### config.mk
export PLATFORM = sky130hd
export DESIGN_NAME = atm_session_ctrl
export DESIGN_NICKNAME = d
export VERILOG_FILES = /design/src/rtl/atm_session_ctrl_pkg.sv /design/src/rtl/atm_account_store.sv /design/src/rtl/atm_session_ctrl.sv
export SDC_FILE = /design/constraint.sdc
export NUM_CORES = 1
export LEC_CHECK = 0
export BUFFER_PORTS_ARGS = -buffer_cell sky130_fd_sc_hd__buf_4
export CAP_MARGIN = 20
export CELL_PAD_IN_SITES_DETAIL_PLACEMENT = 1
export CELL_PAD_IN_SITES_GLOBAL_PLACEMENT = 2
export CORE_AREA = 5 5 245 247
export DETAILED_ROUTE_END_ITERATION = 6
export DIE_AREA = 0 0 250 252
export PLACE_DENSITY = 0.75
export SKIP_CTS_REPAIR_TIMING = 1
export SYNTH_ARGS = -nofsm -noshare
export SYNTH_HDL_FRONTEND = slang
export SYNTH_HIERARCHICAL = 1
export SYNTH_SLANG_ARGS = --single-unit
### constraint.sdc
create_clock -name clk -period 6.1 [get_ports clk]
set_input_delay 0 -clock clk [delete_from_list [all_inputs] [get_ports clk]]
set_output_delay 0 -clock clk [all_outputs]
set_load 0.1 [all_outputs]
### src/rtl/atm_session_ctrl_pkg.sv
// Shared op codes, status codes, FSM state encodings and misc constants
// for the ATM session controller and its account store.
package atm_session_ctrl_pkg;

  localparam logic TRUE  = 1'b1;
  localparam logic FALSE = 1'b0;

  localparam logic ENGLISH = 1'b0;
  localparam logic ARABIC  = 1'b1;

  localparam logic [2:0] OP_LOGIN      = 3'd0;
  localparam logic [2:0] OP_BALANCE    = 3'd1;
  localparam logic [2:0] OP_WITHDRAW   = 3'd2;
  localparam logic [2:0] OP_DEPOSIT    = 3'd3;
  localparam logic [2:0] OP_CHANGE_PIN = 3'd4;
  localparam logic [2:0] OP_EXIT       = 3'd5;

  localparam logic [2:0] ST_OK           = 3'd0;
  localparam logic [2:0] ST_BAD_PIN      = 3'd1;
  localparam logic [2:0] ST_NO_ACCOUNT   = 3'd2;
  localparam logic [2:0] ST_LOCKED       = 3'd3;
  localparam logic [2:0] ST_INSUFFICIENT = 3'd4;
  localparam logic [2:0] ST_OVERFLOW     = 3'd5;
  localparam logic [2:0] ST_BAD_OP       = 3'd6;
  localparam logic [2:0] ST_TIMEOUT      = 3'd7;

  localparam logic [2:0] S_IDLE    = 3'd0;
  localparam logic [2:0] S_CHECK   = 3'd1;
  localparam logic [2:0] S_SESSION = 3'd2;
  localparam logic [2:0] S_EXEC    = 3'd3;
  localparam logic [2:0] S_RESP    = 3'd4;

endpackage

### src/rtl/atm_account_store.sv
// Per-account balance, PIN, fail counter and lock bit storage.
// One combinational read port, one write port; reset restores initial values.
module atm_account_store
  import atm_session_ctrl_pkg::*;
#(
  parameter int                 NUM_ACCOUNTS = 10,
  parameter int                 ACC_W        = 4,
  parameter int                 BAL_W        = 16,
  parameter int                 PIN_W        = 16,
  parameter int                 INIT_BALANCE = 500,
  parameter logic [PIN_W-1:0]   INIT_PIN     = 16'h1234,
  parameter int                 MAX_ATTEMPTS = 3
) (
  input  logic                    clk,
  input  logic                    rst_n,
  input  logic [ACC_W-1:0]        rd_idx,
  output logic [BAL_W-1:0]        rd_balance,
  output logic [PIN_W-1:0]        rd_pin,
  output logic                    rd_locked,
  input  logic [ACC_W-1:0]        wr_idx,
  input  logic                    wr_bal_en,
  input  logic [BAL_W-1:0]        wr_bal,
  input  logic                    wr_pin_en,
  input  logic [PIN_W-1:0]        wr_pin,
  input  logic                    wr_fail_inc,
  input  logic                    wr_fail_clr,
  output logic [NUM_ACCOUNTS-1:0] lock_vec
);

  localparam logic [BAL_W-1:0] INIT_BAL_L = BAL_W'(INIT_BALANCE);
  localparam logic [ACC_W:0]   NUM_ACC_L  = (ACC_W+1)'(NUM_ACCOUNTS);
  localparam logic [2:0]       MAX_L      = 3'(MAX_ATTEMPTS);

  logic [NUM_ACCOUNTS-1:0][BAL_W-1:0] bal_vec;
  logic [NUM_ACCOUNTS-1:0][PIN_W-1:0] pin_vec;
  logic                               rd_in_range;

  for (genvar g = 0; g < NUM_ACCOUNTS; g++) begin : g_acc
    logic [BAL_W-1:0] bal_q, bal_d;
    logic [PIN_W-1:0] pin_q, pin_d;
    logic [2:0]       fail_q, fail_d;
    logic             lock_q, lock_d;
    logic             hit;

    assign hit = (wr_idx == ACC_W'(g));

    always_comb begin
      bal_d  = bal_q;
      pin_d  = pin_q;
      fail_d = fail_q;
      lock_d = lock_q;
      if (hit) begin
        if (wr_bal_en) bal_d = wr_bal;
        if (wr_pin_en) pin_d = wr_pin;
        if (wr_fail_clr) begin
          fail_d = '0;
        end else if (wr_fail_inc && !lock_q) begin
          // Lock on the attempt that brings the count up to the limit
          fail_d = fail_q + 3'd1;
          if (fail_q + 3'd1 == MAX_L) lock_d = TRUE;
        end
      end
    end

    always_ff @(posedge clk or negedge rst_n) begin
      if (!rst_n) begin
        bal_q  <= INIT_BAL_L;
        pin_q  <= INIT_PIN;
        fail_q <= '0;
        lock_q <= FALSE;
      end else begin
        bal_q  <= bal_d;
        pin_q  <= pin_d;
        fail_q <= fail_d;
        lock_q <= lock_d;
      end
    end

    assign bal_vec[g]  = bal_q;
    assign pin_vec[g]  = pin_q;
    assign lock_vec[g] = lock_q;
  end

  assign rd_in_range = ({1'b0, rd_idx} < NUM_ACC_L);
  assign rd_balance  = rd_in_range ? bal_vec[rd_idx]  : '0;
  assign rd_pin      = rd_in_range ? pin_vec[rd_idx]  : '0;
  assign rd_locked   = rd_in_range ? lock_vec[rd_idx] : FALSE;

endmodule

### src/rtl/atm_session_ctrl.sv
// ATM login/session controller with valid/ready request port and one-cycle
// response pulse. Optional idle-session timeout under ATM_SESSION_TIMEOUT_EN.
module atm_session_ctrl
  import atm_session_ctrl_pkg::*;
#(
  parameter int               NUM_ACCOUNTS = 10,
  parameter int               ACC_W        = 4,
  parameter int               BAL_W        = 16,
  parameter int               PIN_W        = 16,
  parameter int               INIT_BALANCE = 500,
  parameter logic [PIN_W-1:0] INIT_PIN     = 16'h1234,
  parameter int               MAX_ATTEMPTS = 3,
  parameter int               TIMEOUT_CYC  = 1000
) (
  input  logic                    clk,
  input  logic                    rst_n,
  input  logic                    req_valid,
  output logic                    req_ready,
  input  logic [2:0]              req_op,
  input  logic [ACC_W-1:0]        req_acc,
  input  logic [PIN_W-1:0]        req_pin,
  input  logic [BAL_W-1:0]        req_amount,
  output logic                    rsp_valid,
  output logic [2:0]              rsp_status,
  output logic [BAL_W-1:0]        rsp_balance,
  output logic                    session_active,
  output logic [NUM_ACCOUNTS-1:0] lock_vec
);

  if (MAX_ATTEMPTS < 1 || MAX_ATTEMPTS > 7) begin : g_bad_attempts
    $error("MAX_ATTEMPTS out of range 1..7");
  end
  if (TIMEOUT_CYC < 1) begin : g_bad_timeout
    $error("TIMEOUT_CYC must be at least 1");
  end

  typedef struct packed {
    logic [2:0]       op;
    logic [ACC_W-1:0] acc;
    logic [PIN_W-1:0] pin;
    logic [BAL_W-1:0] amount;
  } req_t;

  localparam logic [ACC_W:0] NUM_ACC_L = (ACC_W+1)'(NUM_ACCOUNTS);

  logic [2:0]       state_q, state_d;
  req_t             req_q, req_d, req_in;
  logic             sess_act_q, sess_act_d;
  logic [ACC_W-1:0] sess_acc_q, sess_acc_d;
  logic             rsp_valid_q, rsp_valid_d;
  logic [2:0]       rsp_status_q, rsp_status_d;
  logic [BAL_W-1:0] rsp_balance_q, rsp_balance_d;

  logic             accept;
  logic             tmo_expire;
  logic [ACC_W-1:0] st_idx;
  logic [BAL_W-1:0] rd_balance;
  logic [PIN_W-1:0] rd_pin;
  logic             rd_locked;
  logic             wr_bal_en, wr_pin_en, wr_fail_inc, wr_fail_clr;
  logic [BAL_W-1:0] wr_bal;
  logic [BAL_W:0]   dep_sum;

  assign req_ready = rst_n & ((state_q == S_IDLE) | (state_q == S_SESSION));
  assign accept    = req_valid & req_ready;
  assign req_in    = '{op: req_op, acc: req_acc, pin: req_pin, amount: req_amount};

  // CHECK looks at the account being logged into; everything else at the session account
  assign st_idx  = (state_q == S_CHECK) ? req_q.acc : sess_acc_q;
  assign dep_sum = {1'b0, rd_balance} + {1'b0, req_q.amount};

  atm_account_store #(
    .NUM_ACCOUNTS (NUM_ACCOUNTS),
    .ACC_W        (ACC_W),
    .BAL_W        (BAL_W),
    .PIN_W        (PIN_W),
    .INIT_BALANCE (INIT_BALANCE),
    .INIT_PIN     (INIT_PIN),
    .MAX_ATTEMPTS (MAX_ATTEMPTS)
  ) u_store (
    .clk         (clk),
    .rst_n       (rst_n),
    .rd_idx      (st_idx),
    .rd_balance  (rd_balance),
    .rd_pin      (rd_pin),
    .rd_locked   (rd_locked),
    .wr_idx      (st_idx),
    .wr_bal_en   (wr_bal_en),
    .wr_bal      (wr_bal),
    .wr_pin_en   (wr_pin_en),
    .wr_pin      (req_q.pin),
    .wr_fail_inc (wr_fail_inc),
    .wr_fail_clr (wr_fail_clr),
    .lock_vec    (lock_vec)
  );

`ifdef ATM_SESSION_TIMEOUT_EN
  localparam int CNT_W = $clog2(TIMEOUT_CYC + 1);

  logic [CNT_W-1:0] tmo_cnt_q, tmo_cnt_d;

  // An accept in the expiring cycle wins: the counter only advances on idle SESSION cycles
  always_comb begin
    tmo_cnt_d  = '0;
    tmo_expire = FALSE;
    if (state_q == S_SESSION && !accept) begin
      tmo_cnt_d  = tmo_cnt_q + 1'b1;
      tmo_expire = (tmo_cnt_q == CNT_W'(TIMEOUT_CYC - 1));
    end
  end

  always_ff @(posedge clk or negedge rst_n) begin
    if (!rst_n) tmo_cnt_q <= '0;
    else        tmo_cnt_q <= tmo_cnt_d;
  end
`else
  assign tmo_expire = FALSE;
`endif

  always_comb begin
    state_d       = state_q;
    req_d         = req_q;
    sess_act_d    = sess_act_q;
    sess_acc_d    = sess_acc_q;
    rsp_valid_d   = FALSE;
    rsp_status_d  = rsp_status_q;
    rsp_balance_d = rsp_balance_q;
    wr_bal_en     = FALSE;
    wr_bal        = rd_balance;
    wr_pin_en     = FALSE;
    wr_fail_inc   = FALSE;
    wr_fail_clr   = FALSE;

    case (state_q)
      S_IDLE: begin
        if (accept) begin
          req_d = req_in;
          if (req_in.op == OP_LOGIN) begin
            state_d = S_CHECK;
          end else begin
            state_d       = S_RESP;
            rsp_valid_d   = TRUE;
            rsp_status_d  = (req_in.op == OP_EXIT) ? ST_OK : ST_BAD_OP;
            rsp_balance_d = '0;
          end
        end
      end

      S_CHECK: begin
        state_d       = S_RESP;
        rsp_valid_d   = TRUE;
        rsp_balance_d = '0;
        if ({1'b0, req_q.acc} >= NUM_ACC_L) begin
          rsp_status_d = ST_NO_ACCOUNT;
        end else if (rd_locked) begin
          rsp_status_d = ST_LOCKED;
        end else if (rd_pin != req_q.pin) begin
          rsp_status_d = ST_BAD_PIN;
          wr_fail_inc  = TRUE;
        end else begin
          rsp_status_d  = ST_OK;
          wr_fail_clr   = TRUE;
          sess_act_d    = TRUE;
          sess_acc_d    = req_q.acc;
          rsp_balance_d = rd_balance;
        end
      end

      S_SESSION: begin
        if (accept) begin
          req_d = req_in;
          case (req_in.op)
            OP_BALANCE, OP_WITHDRAW, OP_DEPOSIT, OP_CHANGE_PIN: state_d = S_EXEC;
            OP_EXIT: begin
              state_d       = S_RESP;
              rsp_valid_d   = TRUE;
              rsp_status_d  = ST_OK;
              rsp_balance_d = '0;
              sess_act_d    = FALSE;
            end
            default: begin
              state_d       = S_RESP;
              rsp_valid_d   = TRUE;
              rsp_status_d  = ST_BAD_OP;
              rsp_balance_d = rd_balance;
            end
          endcase
        end else if (tmo_expire) begin
          state_d       = S_RESP;
          rsp_valid_d   = TRUE;
          rsp_status_d  = ST_TIMEOUT;
          rsp_balance_d = '0;
          sess_act_d    = FALSE;
        end
      end

      S_EXEC: begin
        state_d       = S_RESP;
        rsp_valid_d   = TRUE;
        rsp_status_d  = ST_OK;
        rsp_balance_d = rd_balance;
        case (req_q.op)
          OP_WITHDRAW: begin
            if (req_q.amount > rd_balance) begin
              rsp_status_d = ST_INSUFFICIENT;
            end else begin
              wr_bal_en     = TRUE;
              wr_bal        = rd_balance - req_q.amount;
              rsp_balance_d = wr_bal;
            end
          end
          OP_DEPOSIT: begin
            if (dep_sum[BAL_W]) begin
              rsp_status_d = ST_OVERFLOW;
            end else begin
              wr_bal_en     = TRUE;
              wr_bal        = dep_sum[BAL_W-1:0];
              rsp_balance_d = wr_bal;
            end
          end
          OP_CHANGE_PIN: wr_pin_en = TRUE;
          default: ;
        endcase
      end

      S_RESP:  state_d = sess_act_q ? S_SESSION : S_IDLE;
      default: state_d = S_IDLE;
    endcase
  end

  always_ff @(posedge clk or negedge rst_n) begin
    if (!rst_n) begin
      state_q       <= S_IDLE;
      req_q         <= '0;
      sess_act_q    <= FALSE;
      sess_acc_q    <= '0;
      rsp_valid_q   <= FALSE;
      rsp_status_q  <= '0;
      rsp_balance_q <= '0;
    end else begin
      state_q       <= state_d;
      req_q         <= req_d;
      sess_act_q    <= sess_act_d;
      sess_acc_q    <= sess_acc_d;
      rsp_valid_q   <= rsp_valid_d;
      rsp_status_q  <= rsp_status_d;
      rsp_balance_q <= rsp_balance_d;
    end
  end

  assign rsp_valid      = rsp_valid_q;
  assign rsp_status     = rsp_status_q;
  assign rsp_balance    = rsp_balance_q;
  assign session_active = sess_act_q &
                          ((state_q == S_SESSION) | (state_q == S_EXEC) | (state_q == S_RESP));

endmodule

## Word level (Yosys, flattened, before mapping)

Index checks and enable logic that the tools add are counted.
Widths: inputs -> output; s select.

- $add $sub $neg: 12
- $lt $le $gt $ge: 4
- Equality and inequality tests: 40
- Mux-type cells: 85
- Bitwise logic cells: 10
- Reduce and logical (&&, ||, !) cells: 83

Operators with widths:

| cell | number |
|---|---|
| $mux 16 | 13 |
| $bmux 16 s4 | 2 |
| $mux 3 | 30 |
| $pmux 16 s2 | 2 |
| $pmux 16 s4 | 1 |
| $reduce_and 2->1 | 32 |
| $eq 3x2->1 const B | 16 |
| $reduce_and 4->1 | 11 |
| $add 3x1->3 const B | 10 |
| $mux 1 | 25 |
| $pmux 3 s4 | 2 |
| $reduce_bool 2->1 | 11 |
| $add 16x16->17 | 1 |
| $eq 4x3->1 const B | 4 |
| $gt 16x16->1 | 1 |
| $ne 16x16->1 | 1 |
| $sub 16x16->16 | 1 |
| $ne 2x2->1 const B | 7 |
| $eq 3x3->1 const B | 4 |
| $pmux 3 s2 | 2 |
| $logic_and 1x1->1 | 10 |
| $logic_not 1->1 | 10 |
| $eq 4x2->1 const B | 2 |
| $eq 4x4->1 const B | 2 |
| other kinds (21) | 34 |

- Register bits after elaboration: 427
- Bits of input ports: 42
- Logic and storage cells: 284

## Longest topological paths before layout

- Word-level depth: 13
- Mapped depth: 27
- Mapped depth without buffers: 20

## By module

The synthesis kept the hierarchy.

By module, submodules not included:

| module | instances | cells each | area each (µm²) |
|---|---|---|---|
| atm_account_store | 1 | 1325 | 17266.6 |
| atm_session_ctrl | 1 | 538 | 4885.9 |

## Least setup slack after synthesis

OpenSTA, ideal clock, no wires.

- Path type: register to register
- Start: reg state_q[0]
- End: reg u_store.g_acc[5].bal_q[10]
- Library setup time: 0.125 ns
- Arrival time: 5.559 ns
- Required time: 5.975 ns
- Path slack: 0.416 ns
- Cell stages (with the launch flop): 27
- Path buffers: 8
- Period minus slack after synthesis: 5.684 ns
- Path through: dfrtp_1 -> buf_2 -> inv_1 -> nor3_4 -> mux2_2 -> buf_2 -> buf_2 -> buf_2 -> buf_2 -> mux2i_1 -> o21ai_0 -> inv_1 -> ha_1 -> fa_1 -> nor2b_4 -> o31a_1 -> o41ai_4 -> a21oi_2 -> o22ai_1 -> or2_2 -> buf_4 -> inv_1 -> clkbuf_1 -> nand2_1 -> nor2_2 -> buf_2 -> mux2_2

- Cells in the longest elaborated chain, start to end: 10
- Elaborated cells on any way between the ends: 20

RTL lines:

| item | RTL line | RTL |
|---|---|---|
| from (decl) | atm_session_ctrl.sv:46 | `logic [2:0] state_q, state_d;` |
| from (signal assigned) | atm_session_ctrl.sv:241 | `state_q <= state_d;` |
| $eq 3x1->1 * | atm_session_ctrl.sv:69 | `assign st_idx = (state_q == S_CHECK) ? req_q.acc : sess_acc_q;` |
| $mux 4 * | atm_session_ctrl.sv:69 |  |
| via st_idx[0] | atm_session_ctrl.sv:56 | `logic [ACC_W-1:0] st_idx;` |
| $bmux 16 s4 | atm_account_store.sv:85 | `assign rd_balance = rd_in_range ? bal_vec[rd_idx] : '0;` |
| $mux 16 (implied by the code) | atm_account_store.sv:85 |  |
| $mux 16 * | atm_account_store.sv:85 |  |
| via rd_balance[0] | atm_session_ctrl.sv:57 | `logic [BAL_W-1:0] rd_balance;` |
| $add 16x16->17 / $gt 16x16->1 (equally long branches) | atm_session_ctrl.sv:70, atm_session_ctrl.sv:204 |  |
| $mux 1 (on tied branches) | atm_session_ctrl.sv:213, atm_session_ctrl.sv:204 |  |
| $pmux 1 s2 * | atm_session_ctrl.sv:202 | `case (req_q.op)` |
| $mux 1 * | atm_session_ctrl.sv:134 | `case (state_q)` |
| via wr_bal_en | atm_session_ctrl.sv:60 | `logic wr_bal_en, wr_pin_en, wr_fail_inc, wr_fail_clr;` |
| $reduce_and 2->1 (no line) * | n/a |  |
| to (signal assigned) | atm_account_store.sv:72 | `bal_q <= bal_d;` |
| to (decl) | atm_account_store.sv:39 | `logic [BAL_W-1:0] bal_q, bal_d;` |

Mark *: on every way through the listed nets, which the timed path passes. The rest lies on a longest branch. The select of a mux whose other input is x is not followed.
A chain may end at the register's enable or synchronous reset.

## Worst setup path in the final report

- Start: reg state_q[1]
- End: reg u_store.g_acc[1].bal_q[13]

- Elaborated cells on any way between the ends: 20

RTL lines:

| item | RTL line | RTL |
|---|---|---|
| $eq 3x1->1 * | atm_session_ctrl.sv:69 |  |
| $mux 4 * | atm_session_ctrl.sv:69 |  |
| via st_idx[1] | atm_session_ctrl.sv:56 |  |
| $bmux 16 s4 | atm_account_store.sv:85 |  |
| $mux 16 (implied by the code) | atm_account_store.sv:85 |  |
| $mux 16 * | atm_account_store.sv:85 |  |
| via rd_balance[5] | atm_session_ctrl.sv:57 |  |
| $add 16x16->17 (tied with other cells) | atm_session_ctrl.sv:70 | `assign dep_sum = {1'b0, rd_balance} + {1'b0, req_q.amount};` |
| $mux 16 (on tied branches) | atm_session_ctrl.sv:213, atm_session_ctrl.sv:204 |  |
| $pmux 16 s2 * | atm_session_ctrl.sv:202 |  |
| $mux 16 * | atm_session_ctrl.sv:134 |  |
| via wr_bal[13] | atm_session_ctrl.sv:61 | `logic [BAL_W-1:0] wr_bal;` |
| to (signal assigned) | atm_account_store.sv:72 |  |
| to (decl) | atm_account_store.sv:39 |  |

Marked as above.

==> impl_results.md <==
- Status: finished, violations left
- Failing checks: hold timing
- Worst EP required: 6.63 ns
- Chip Width: 250 um
- Highest clock rate: 0.168 GHz
- Largest net degree at the start of global routing: 199
- Global-route wire length before repair: 97300 um
- Slew Viols, Final: 0
- Mapped Area: 0.0222 sq mm
- Maximum fanout along the worst path: 14
- Final net count: 2043
- Rows: 88
- Minimum clock period after layout: 5.95 ns
- Port Buffers: 73
- Clk sinks: 427
- Library cells used by synthesis: 81
- Final Wtd Congestion: 0.821
- Sequential fraction of the synthesis area: 48.9%
- Slew @ Worst Pin: 1.10 ns
- Final Hold Viols: 2
- Post-synth EDFFs: 0
- Switching Fraction: 31.8%
- Crit path kind: reg -> reg
- Max_cap viols: 0
- Met1 Use GR: 26.8%
- CP Capture Type: register
- GR peak layer: met2
- Synthesized net count: 1960
- PD cells: 294 mW/mm^2
- Warnings, synthesis: 6
- Area of the core: 0.0574 sq mm
- Share of cells above drive strength 1: 36.6%
- CTS H-tree depth: 2
- Placed cell area: 0.0235 sq mm
- Combinational power share: 18.1%
- Vias in the first global route: 16400
- Crit path arrival time: 6.47 ns
- Drt first pass iters: 5
- TritonCTS Buffers: 49
- Detailed Route Iter0 Violations: 834
- Hpwl dp: 40700 um
- WL/cell: 22.8 um
- RR Startpoint: state_q[1]
- Ys flop type: dfrtp_1
- Top cells by area, synth: dfrtp_1 36%, mux2_2 18%, dfstp_2 13%
- N_diodes: 0
- Number of routed nets with antenna violations: 0
- Die H: 252 um
- WHS: -0.0155 ns
- Commonest non-fill, non-tap cell in the layout: mux2_2
- IO Count: 74
- Fin crit share: 97.5%
- Tightest Hold Check Type: in -> async
- R2r worst-path depth: 19
- DRC viols: 0
- Psw: 2.40 mW
- Maximum vdd drop: 0.000271 V
- Vias: 15400
- Slew margin rel.: 26.5%
- Final core occ: 44.7%
- Die footprint: 0.0630 sq mm
- Met3 Track Usage GR: 3.16%
- Asr flop ratio synth: 100%
- Final instance area: 0.0256 sq mm
- Synth top area share: 35.8%
- Grt ovf: 0
- Tot Pwr: 7.55 mW
- Most frequent cells in the layout: 350 x mux2_2, 317 x dfrtp_1, 145 x mux2i_1, 124 x buf_4, 114 x nand2_1
- Reg2reg end: u_store/g_acc[1].bal_q[13]
- Synth Register Bits: 427
- Initial antenna violation count: 0
- R2R Setup Slk: 0.15 ns
- Pleak: 11.2 nW
- Grt met2 use: 32.3%
- TritonCTS clock tree: built
- Vias per cell: 5.59
- Final Setup Violations: 0
- Initial Utilization: 38.6%
- Clock network power share: 39.5%
- Layout Skew: 0.0411 ns
- Worst setup SP type: register
- Post-Synthesis Cells: 1863
- Clk pin slew, worst setup/hold paths: 0.06 ns
- Total wire length: 62800 um
- GRT Overall Usage: 19.3%
- Reg power frac: 42.4%
- Root Driver: clkbuf_16
- Clk buf depth: 3
- Avg Synthesized Cell Area: 11.9 sq um
- Synth area leader: dfrtp_1
- Worst-Skew Late Latency: 0.62 ns
- Area delta synth->final: 15.8%
- Pint: 5.15 mW
==> critical path, cell delays in order (launching register included) <==
cell      delay, ns
dfrtp_1        0.45
nor3_4         0.23
buf_12         0.16
mux2_4         0.40
buf_4          0.26
nand2b_1       0.47
o22ai_1        0.18
nor2_1         0.27
o22ai_1        0.26
ha_1           0.54
nor2b_1        0.11
o21ai_0        0.26
a31oi_2        0.17
o31ai_4        0.27
nand3_2        0.25
nor2_2         0.49
a21oi_1        0.15
a21oi_1        0.42
a21o_1         0.31
mux2_2         0.21
==> final cells by class <==
type                            instances  area (sq um)
Clock buffer                           77          1460
Clock inverter                         15           194
Fill cell                            5969         31700
Inverter                               54           206
Multi-Input combinational cell       1244         10600
Sequential cell                       427         10800
Tap cell                              765           957
Timing Repair Buffer                  170          1430
==> synth_stat cells, drive strengths merged, types with 13 or more instances <==
cell type,n
nand2,119
clkbuf,39
o21bai,13
nor2,52
o22ai,55
buf,100
a22oi,34
nand2b,23
a21oi,57
mux2,352
nor3,39
o21ai,93
mux2i,145
nand3,21
inv,54
dfrtp,317
ha,53
nor2b,16
xor2,16
dfstp,110
==> flip-flops by register name, summed over array words and instances, names as in the netlist, 4 cells and up <==
name                  count
req_q                    39
rsp_balance              16
sess_acc_q                4
u_store/g_acc.bal_q     160
u_store/g_acc.fail_q     30
u_store/g_acc.lock_q     10
u_store/g_acc.pin_q     160
==> cell families after synthesis <==
| group | synth area share (%) |
|---|---|
| muxes | 25.5 |
| DFF | 48.9 |
| AOI/OAI and AO/OA | 10.1 |
| and+or+nand+nor | 7.39 |
| buffers and inverters | 3.90 |
| adders and majority gates | 3.17 |
| xor gates and xnor gates | 1.07 |
==> worst max-delay path by stage <==
stage / start / endpoint / slack, ns / cells after the start
floorplan: state_q[0] / u_store/g_acc[5].bal_q[10] / 0.42 / 26
global placement: state_q[1] / u_store/g_acc[1].bal_q[10] / 0.11 / 17
detailed placement: state_q[1] / u_store/g_acc[1].bal_q[15] / -0.03 / 17
CTS: state_q[1] / u_store/g_acc[1].bal_q[11] / -0.04 / 17
global route: state_q[1] / u_store/g_acc[5].bal_q[9] / -0.006 / 20
finish: state_q[1] / u_store/g_acc[1].bal_q[13] / 0.15 / 19
==> through the flow <==
| step | setup TNS, ns | instances | hold WS, ns | worst slack, ns |
|---|---|---|---|---|
| after global routing | -0.00745 | 2752 | 0.00390 | -0.00578 |
| final | 0 | 2752 | -0.0155 | 0.155 |
| after detailed placement | -0.221 | 2615 | 0.0244 | -0.0297 |
| after floorplan | 0 | 1863 | -0.296 | 0.416 |
| after CTS | -0.269 | 2707 | -0.643 | -0.0367 |
| after global placement | 0 | 2615 | 0.0238 | 0.106 |
==> per-layer routing <==
metal,part of all wire (%),vias to the layer above,wire length (um)
li1,-,6954,-
met1,46,8061,28900
met2,48,277,30300
met3,4.1,81,2570
met4,1.7,0,1080
met5,0,-,0
==> power groups by stage <==
stage,Sequential (mW),Combinational (mW),Clock (mW)
finish,3.20,1.37,2.98
global route,3.23,1.48,3.20
CTS,3.20,1.34,3.09
detailed placement,3.25,1.33,0
global placement,3.24,1.31,0
floorplan,3.38,0.739,0
Note: power is estimated with default switching activity, not from simulation.
